[config.mk]
export PLATFORM = sky130hd
export DESIGN_NAME = a_rom_loader_flat
export DESIGN_NICKNAME = d
export VERILOG_FILES = /design/src/rtl/a_rom_loader_if.sv /design/src/rtl/a_rom_loader.sv /design/src/flat_wrapper.sv
export SDC_FILE = /design/constraint.sdc
export NUM_CORES = 1
export LEC_CHECK = 0
export CORE_AREA = 2 2 73 75
export DETAILED_ROUTE_END_ITERATION = 8
export DIE_AREA = 0 0 75 77
export PLACE_DENSITY = 0.78
export SYNTH_ARGS = -nofsm -noshare
export SYNTH_HDL_FRONTEND = slang
export SYNTH_SLANG_ARGS = --single-unit
[constraint.sdc]
create_clock -name clk -period 2.62 [get_ports clk]
set_input_delay 0.524 -clock clk [delete_from_list [all_inputs] [get_ports clk]]
set_output_delay 0.524 -clock clk [all_outputs]
set_load 0.02 [all_outputs]
[src/rtl/a_rom_loader_if.sv]
// Byte-stream input and register-file write port of the A-coefficient loader.
// The master side is the host (drives bytes, observes the write port).
// The slave side is the loader (accepts bytes, drives the write port).
interface a_rom_loader_if #(
  parameter int ADDR_W = 4,
  parameter int DATA_W = 14,
  parameter int IN_W   = 8
) ();

  logic [IN_W-1:0]   in_data;
  logic              in_valid;
  logic              in_ready;
  logic [ADDR_W-1:0] w_addr;
  logic [DATA_W-1:0] w_data;
  logic              w_en;

  modport master (
    output in_data,
    output in_valid,
    input  in_ready,
    input  w_addr,
    input  w_data,
    input  w_en
  );

  modport slave (
    input  in_data,
    input  in_valid,
    output in_ready,
    output w_addr,
    output w_data,
    output w_en
  );

endinterface

[src/rtl/a_rom_loader.sv]
// Writer-side front end for the 16 x 14-bit A-coefficient register file.
// Packs byte pairs from a valid/ready stream into coefficients, writes them
// to addresses 0..DEPTH-1 and reports completion and a running checksum.
module a_rom_loader #(
  parameter int DEPTH  = 16,
  parameter int ADDR_W = 4,
  parameter int DATA_W = 14,
  parameter int IN_W   = 8
) (
  input  logic              clk,
  input  logic              rst,
  input  logic              start,
  a_rom_loader_if.slave     bus,
  output logic              busy,
  output logic              done,
  output logic [DATA_W-1:0] checksum
);

  typedef enum logic [2:0] {
    S_IDLE = 3'd0,
    S_LO   = 3'd1,
    S_HI   = 3'd2,
    S_FIN  = 3'd3,
    S_DONE = 3'd4
  } state_t;

  localparam logic [ADDR_W-1:0] LAST_ADDR = ADDR_W'(DEPTH - 1);
  localparam int                HI_BITS   = DATA_W - 8;

  // Low byte in [7:0], low HI_BITS bits of the high byte above it; the rest
  // of the high byte is dropped.
  function automatic logic [DATA_W-1:0] pack_word(
    input logic [IN_W-1:0] lo_byte,
    input logic [IN_W-1:0] hi_byte
  );
    pack_word = {hi_byte[HI_BITS-1:0], lo_byte[7:0]};
  endfunction

  // Checksum is a plain modulo-2^DATA_W sum; the carry is discarded.
  function automatic logic [DATA_W-1:0] csum_add(
    input logic [DATA_W-1:0] acc,
    input logic [DATA_W-1:0] word
  );
    csum_add = acc + word;
  endfunction

  state_t            state_q,    state_d;
  logic [ADDR_W-1:0] cnt_q,      cnt_d;
  logic [IN_W-1:0]   lo_q,       lo_d;
  logic [ADDR_W-1:0] w_addr_q,   w_addr_d;
  logic [DATA_W-1:0] w_data_q,   w_data_d;
  logic              w_en_q,     w_en_d;
  logic              in_ready_q, in_ready_d;
  logic              busy_q,     busy_d;
  logic              done_q,     done_d;
  logic [DATA_W-1:0] csum_q,     csum_d;

  logic              xfer;
  logic [DATA_W-1:0] word;

  // High-byte bits beyond the coefficient width are intentionally ignored.
  generate
    if (IN_W > HI_BITS) begin : g_hi_discard
      logic unused_in_hi;
      assign unused_in_hi = ^bus.in_data[IN_W-1:HI_BITS];
    end
  endgenerate

  assign xfer = bus.in_valid && in_ready_q;
  assign word = pack_word(lo_q, bus.in_data);

  // Next-state, datapath and registered-output decode for the load sequence.
  always_comb begin
    state_d  = state_q;
    cnt_d    = cnt_q;
    lo_d     = lo_q;
    w_addr_d = w_addr_q;
    w_data_d = w_data_q;
    w_en_d   = 1'b0;
    csum_d   = csum_q;

    case (state_q)
      S_IDLE, S_DONE: begin
        if (start) begin
          state_d = S_LO;
          cnt_d   = '0;
          csum_d  = '0;
        end
      end
      S_LO: begin
        if (xfer) begin
          lo_d    = bus.in_data;
          state_d = S_HI;
        end
      end
      S_HI: begin
        if (xfer) begin
          w_data_d = word;
          w_addr_d = cnt_q;
          w_en_d   = 1'b1;
          csum_d   = csum_add(csum_q, word);
          if (cnt_q == LAST_ADDR) begin
            state_d = S_FIN;
          end else begin
            cnt_d   = cnt_q + ADDR_W'(1);
            state_d = S_LO;
          end
        end
      end
      S_FIN: begin
        state_d = S_DONE;
      end
      default: begin
        state_d = S_IDLE;
      end
    endcase

    // Status flags are decoded from the next state so they line up with it.
    in_ready_d = (state_d == S_LO) || (state_d == S_HI);
    busy_d     = (state_d == S_LO) || (state_d == S_HI) || (state_d == S_FIN);
    done_d     = (state_d == S_DONE);
  end

  // State and output registers with synchronous reset.
  always_ff @(posedge clk) begin
    if (rst) begin
      state_q    <= S_IDLE;
      cnt_q      <= '0;
      lo_q       <= '0;
      w_addr_q   <= '0;
      w_data_q   <= '0;
      w_en_q     <= 1'b0;
      in_ready_q <= 1'b0;
      busy_q     <= 1'b0;
      done_q     <= 1'b0;
      csum_q     <= '0;
    end else begin
      state_q    <= state_d;
      cnt_q      <= cnt_d;
      lo_q       <= lo_d;
      w_addr_q   <= w_addr_d;
      w_data_q   <= w_data_d;
      w_en_q     <= w_en_d;
      in_ready_q <= in_ready_d;
      busy_q     <= busy_d;
      done_q     <= done_d;
      csum_q     <= csum_d;
    end
  end

  assign bus.in_ready = in_ready_q;
  assign bus.w_addr   = w_addr_q;
  assign bus.w_data   = w_data_q;
  assign bus.w_en     = w_en_q;
  assign busy         = busy_q;
  assign done         = done_q;
  assign checksum     = csum_q;

endmodule

[src/flat_wrapper.sv]
// flat-port wrapper written by rule: the top's interface ports become plain ports
module a_rom_loader_flat 
#(
  parameter int DEPTH  = 16,
  parameter int ADDR_W = 4,
  parameter int DATA_W = 14,
  parameter int IN_W   = 8
)
  (clk, rst, start, busy, done, checksum, bus_in_data, bus_in_valid, bus_in_ready, bus_w_addr, bus_w_data, bus_w_en);
  a_rom_loader_if #(.ADDR_W(ADDR_W), .DATA_W(DATA_W), .IN_W(IN_W)) bus_i ();
  input  logic clk;
  input  logic rst;
  input  logic start;
  output logic busy;
  output logic done;
  output logic [DATA_W-1:0] checksum;
  input wire logic [$bits(bus_i.in_data)-1:0] bus_in_data;
  input wire logic [$bits(bus_i.in_valid)-1:0] bus_in_valid;
  output wire logic [$bits(bus_i.in_ready)-1:0] bus_in_ready;
  output wire logic [$bits(bus_i.w_addr)-1:0] bus_w_addr;
  output wire logic [$bits(bus_i.w_data)-1:0] bus_w_data;
  output wire logic [$bits(bus_i.w_en)-1:0] bus_w_en;
  assign bus_i.in_data = bus_in_data;
  assign bus_i.in_valid = bus_in_valid;
  assign bus_in_ready = bus_i.in_ready;
  assign bus_w_addr = bus_i.w_addr;
  assign bus_w_data = bus_i.w_data;
  assign bus_w_en = bus_i.w_en;
  a_rom_loader #(.DEPTH(DEPTH), .ADDR_W(ADDR_W), .DATA_W(DATA_W), .IN_W(IN_W)) u_core (.clk(clk), .rst(rst), .start(start), .bus(bus_i), .busy(busy), .done(done), .checksum(checksum));
endmodule
## Word level (Yosys, flattened, before mapping)

Cells that the tools add are included.

- Add/subtract/negate cells: 2
- Multiply operators: 0
- Divide/modulo/power cells: 0
- Order comparisons: 0
- Equality and inequality tests: 12
- Shift-type cells: 0
- Muxes and demuxes: 13
- Bitwise logic cells: 1
- Reduce and logical (&&, ||, !) cells: 11

Operators by type and width:

| cell | number |
|---|---|
| $mux W14 | 2 |
| $pmux W14 S2 | 1 |
| $add A14 B14 Y14 | 1 |
| $eq A3 B2 Y1 const B | 4 |
| $mux W4 | 3 |
| $pmux W3 S4 | 1 |
| $mux W3 | 3 |
| $pmux W4 S2 | 1 |
| $eq A3 B1 Y1 const B | 2 |
| $eq A3 B3 Y1 const B | 2 |
| $add A4 B1 Y4 const B | 1 |
| $eq A4 B4 Y1 const B | 1 |
| $ne A2 B2 Y1 const B | 2 |
| $reduce_and A2 Y1 | 2 |
| $reduce_and A4 Y1 | 1 |
| $reduce_or A2 Y1 | 2 |
| $logic_not A3 Y1 | 1 |
| $reduce_and A3 Y1 | 1 |
| $logic_or A1 B1 Y1 | 2 |
| $mux W2 | 1 |
| $ne A2 B1 Y1 const B | 1 |
| $reduce_bool A2 Y1 | 1 |
| $logic_and A1 B1 Y1 | 1 |
| $mux W1 | 1 |
| $not A1 Y1 | 1 |

- Bits in registers: 51
- Latch bits: 0
- Memory bits (writable): 0
- Bits in read-only memories: 0
- Input bits: 12
- Output and inout port bits: 36
- Logic and storage cells: 49
- Memories: 0

## Logic depth before layout (Yosys ltp)

- Depth in word-level cells: 7
- Mapped depth: 9
- Depth with buffers taken out: 9

## Least setup slack after synthesis

No wires, ideal clock.

- Kind: in2reg
- Start: input bus_in_data[0]
- End: register u_core.csum_q[13] (netlist: u_core.checksum[13])
- Setup time: 0.122 ns
- Data arrival time: 2.149 ns
- Data required time: 2.498 ns
- Path slack: 0.349 ns
- Stages: 7
- Buffers on the path: 0
- Path through: ha_1 -> and2_1 -> a221oi_4 -> o221a_4 -> o21ai_2 -> mux2_4 -> a221o_1

- Longest elaborated chain between the ends: 3

RTL lines:

| item | line | source |
|---|---|---|
| from (decl) | flat_wrapper.sv:17 | `input wire logic [$bits(bus_i.in_data)-1:0] bus_in_data;` |
| $add A14 B14 Y14 | a_rom_loader.sv:44 | `csum_add = acc + word;` |
| $mux W14 | a_rom_loader.sv:97 | `if (xfer) begin` |
| $pmux W14 S2 | a_rom_loader.sv:82 | `case (state_q)` |
| to (signal assigned) | a_rom_loader.sv:147 | `csum_q <= csum_d;` |
| to (decl) | a_rom_loader.sv:56 | `logic [DATA_W-1:0] csum_q, csum_d;` |

No other way between the ends. The select of a mux whose other input is x is not followed.
A chain may end at the register's enable or synchronous reset.

## Worst setup path in the final report

Same ends and word-level chain as after synthesis.

==> results.sh <==
export IMPL_status="finished clean"
export IMPL_grt_pass1_vias=2053
export IMPL_yosys_warnings=0
export IMPL_cp_arrival_ns=2.57
export IMPL_fp_dieW_um=75
export IMPL_grt_pass1_wl_um=9760
export IMPL_ir_drop_mv=0.239
export IMPL_dpl_cell_area_mm2=0.00313
export IMPL_synth_edf_count=0
export IMPL_antenna_found_initial=0
export IMPL_synth_top_area_cell="dfxtp_1"
export IMPL_drc=0
export IMPL_numCtsBuffers=5
export IMPL_fp_row_count=26
export IMPL_r2r_end="u_core.checksum[8]"
export IMPL_dieHeight_um=77
export IMPL_fillers=429
export IMPL_postRouteAntennaNets=0
export IMPL_wire_per_inst_um=13.6
export IMPL_clkLatencyLatePin_ns=0.30
export IMPL_post_dp_hpwl_um=4290
export IMPL_synth_seq_area_share_pct=40.3
export IMPL_p_leak_uw=0.00125
export IMPL_synth_area_mm2=0.00253
export IMPL_powerDensity_mw_per_mm2=475
export IMPL_hp_class="reg2reg"
export IMPL_wl_um=5760
export IMPL_synth_area_per_cell_um2=8.38
export IMPL_io_pins=48
export IMPL_ys_types=46
export IMPL_core_mm2=0.00498
export IMPL_crit_end="u_core.checksum[13]"
export IMPL_synthArstFlopShare_pct=0
export IMPL_cts_setup_buffers=0
export IMPL_cts_root_buf="clkbuf_8"
export IMPL_port_buffers=47
export IMPL_cts_hold_buf=0
export IMPL_finalCritPeriodShare_pct=90.5
export IMPL_synth_top_area_share_pct=40.3
export IMPL_dp_cells=416
export IMPL_netlist_top_cells_area="dfxtp_1 40%, nand2_1 8.0%, a21oi_1 7.5%"
export IMPL_reg2regPathDepth=9
export IMPL_h_tree_depth=2
export IMPL_start_util_pct=50.9
export IMPL_synth_most_common_cell="nand2_1"
export IMPL_synth_cells=302
export IMPL_ys_ff_latch=51
export IMPL_drt_initial_drc_count=221
export IMPL_critical_path_reg2reg_startpoint="u_core.checksum[0]"
export IMPL_timing_final_crit_period_ns=2.37
export IMPL_overflow=0
export IMPL_globalplace_congestion=0.853
export IMPL_nets=380
export IMPL_n_antenna_cell=0
export IMPL_maxCapViolations=0
export IMPL_power_uw=1550
export IMPL_post_drt_via_cell_ratio=5.29
export IMPL_crit_start="bus_in_data[0]"
export IMPL_grt_max_degree=43
export IMPL_clockBufferDepth=2
export IMPL_cts_resized=0
export IMPL_grt_usage_pct=21.6
export IMPL_clk_pin_slew_ns=0.09
export IMPL_crit_path_max_fanout=3
export IMPL_crit_type="in2reg"
export IMPL_rsz0062_at_grt="false"
export IMPL_synthesis_nets=329
export IMPL_tightest_slew_ns=0.416
export IMPL_critPathRequiredTime_ns=2.82
export IMPL_clock_skew_ns=0.00399
export IMPL_design_die_area_mm2=0.00578
export IMPL_slew_headroom_pct=72.3
export IMPL_synthFlopType="dfxtp_1"
export IMPL_fmax_mhz=422
export IMPL_finalInstanceArea_mm2=0.00326
export IMPL_cts_tree="done"
export IMPL_layoutNonFillerInstCount=424
export IMPL_setup_viol=0
export IMPL_area_delta_synth_final_pct=28.8
export IMPL_yosys_top_cells_count="54 x nand2_1, 51 x dfxtp_1, 38 x a21oi_1"
export IMPL_startpoint_type="primary input"
export IMPL_cts_sinks=51
export IMPL_dr_total_vias=2243
export IMPL_r2r_slack_ns=0.38
export IMPL_hold_violations=0
export IMPL_drive_above_1_share_pct=8.19
export IMPL_worstSetupEndpointType="flip-flop"
export IMPL_drv_slew=0
export IMPL_first_pass_iters=5
-- cell type report --
| cell class | count | area, um2 | share of cell area, % |
|---|---|---|---|
| clock inverter | 2 | 60.1 | 1.84 |
| multi-input combinational | 228 | 1420 | 43.6 |
| clock buffer | 6 | 72.6 | 2.23 |
| tap | 70 | 87.6 | 2.69 |
| sequential | 51 | 1020 | 31.3 |
| inverter | 6 | 22.5 | 0.691 |
| timing repair buffer | 61 | 576 | 17.7 |
-- where the power goes --
part,internal [uW],switching [uW],leakage [uW]
combinational,54.6,64.5,0.000777
sequential,783,10.1,0.000412
clock,382,254,0.0000654
total,1220,329,0.00125
-- critical path, cell delays in order --
cell and delay, ns:
clkdlybuf4s50_1 0.42, ha_1 0.32, and2_1 0.21, a221oi_4 0.26, o221a_4 0.21, o21ai_2 0.07
mux2_4 0.30, a221o_1 0.25
-- layer usage --
metal,routed length [um],track usage [%],vias up,part of all wire (%)
met4,89,7.14,0,1.5
li1,-,-,1142,-
met5,0,0,-,0
met2,2690,32.5,61,47
met1,2700,30.7,1031,47
met3,280,4.20,9,4.9
-- cell families (layout without fill, tap and decap cells) --
logic type | count (synthesis) | count (layout) | share of synthesized area [%]
and+or+nand+nor | 124 | 124 | 22.1
buffers and inverters | 23 | 75 | 3.56
adders and majority gates | 15 | 15 | 7.71
xor gates and xnor gates | 10 | 10 | 3.46
DFF | 51 | 51 | 40.3
AOI/OAI and AO/OA | 68 | 68 | 18.2
muxes | 11 | 11 | 4.55
-- worst min path at each step --
| stage | start | to | slack [ns] | depth (start not counted) |
|---|---|---|---|---|
| 6_report | u_core.bus.w_data[2] | u_core.bus.w_data[2] | 0.46 | 2 |
| 5_1_grt | u_core.bus.w_data[11] | u_core.bus.w_data[11] | 0.49 | 2 |
| 4_1_cts | u_core.bus.w_data[2] | u_core.bus.w_data[2] | 0.46 | 2 |
| 3_5_place_dp | u_core.bus.w_data[2] | u_core.bus.w_data[2] | 0.45 | 2 |
| 3_3_place_gp | u_core.bus.w_data[5] | u_core.bus.w_data[5] | 0.44 | 2 |
| 2_1_floorplan | u_core.lo_q[0] | u_core.bus.w_data[0] | 0.45 | 2 |
-- placed cells by master (no fill, tap or decap), types with 4 or more instances in the layout --
master	synthesis	layout
nand3_1	9	9
dfxtp_1	51	51
a21oi_1	38	38
xnor2_1	8	8
ha_1	14	14
inv_1	5	5
mux2i_1	10	10
a21o_1	6	6
and2_1	4	4
clkbuf_8	0	5
nor2b_1	7	7
clkdlybuf4s50_1	0	47
nor3_1	7	7
buf_4	0	14
nor2_1	28	28
nand2_1	54	54
o21ai_1	4	4
-- metrics by stage --
step	util [%]	worst slack [ns]	hold WS, ns	setup TNS, ns
final	65.5	0.248	0.460	0
after detailed placement	62.8	-0.0808	0.447	-0.135
after CTS	65.5	0.247	0.460	0
after global routing	65.5	0.129	0.486	0
after global placement	62.8	-0.0485	0.443	-0.0713
after floorplan	-	0.349	0.448	0
-- flip-flops by register name, indices dropped and copies added, names as in the netlist --
register and flops:
u_core.cnt_q 4, u_core.lo_q 8, u_core.bus.w_en 1, u_core.busy 1
u_core.bus.in_ready 1, u_core.done 1, u_core.bus.w_data 14, u_core.state_q 3
u_core.checksum 14, u_core.bus.w_addr 4
Note: power is estimated with default switching activity, not from simulation.
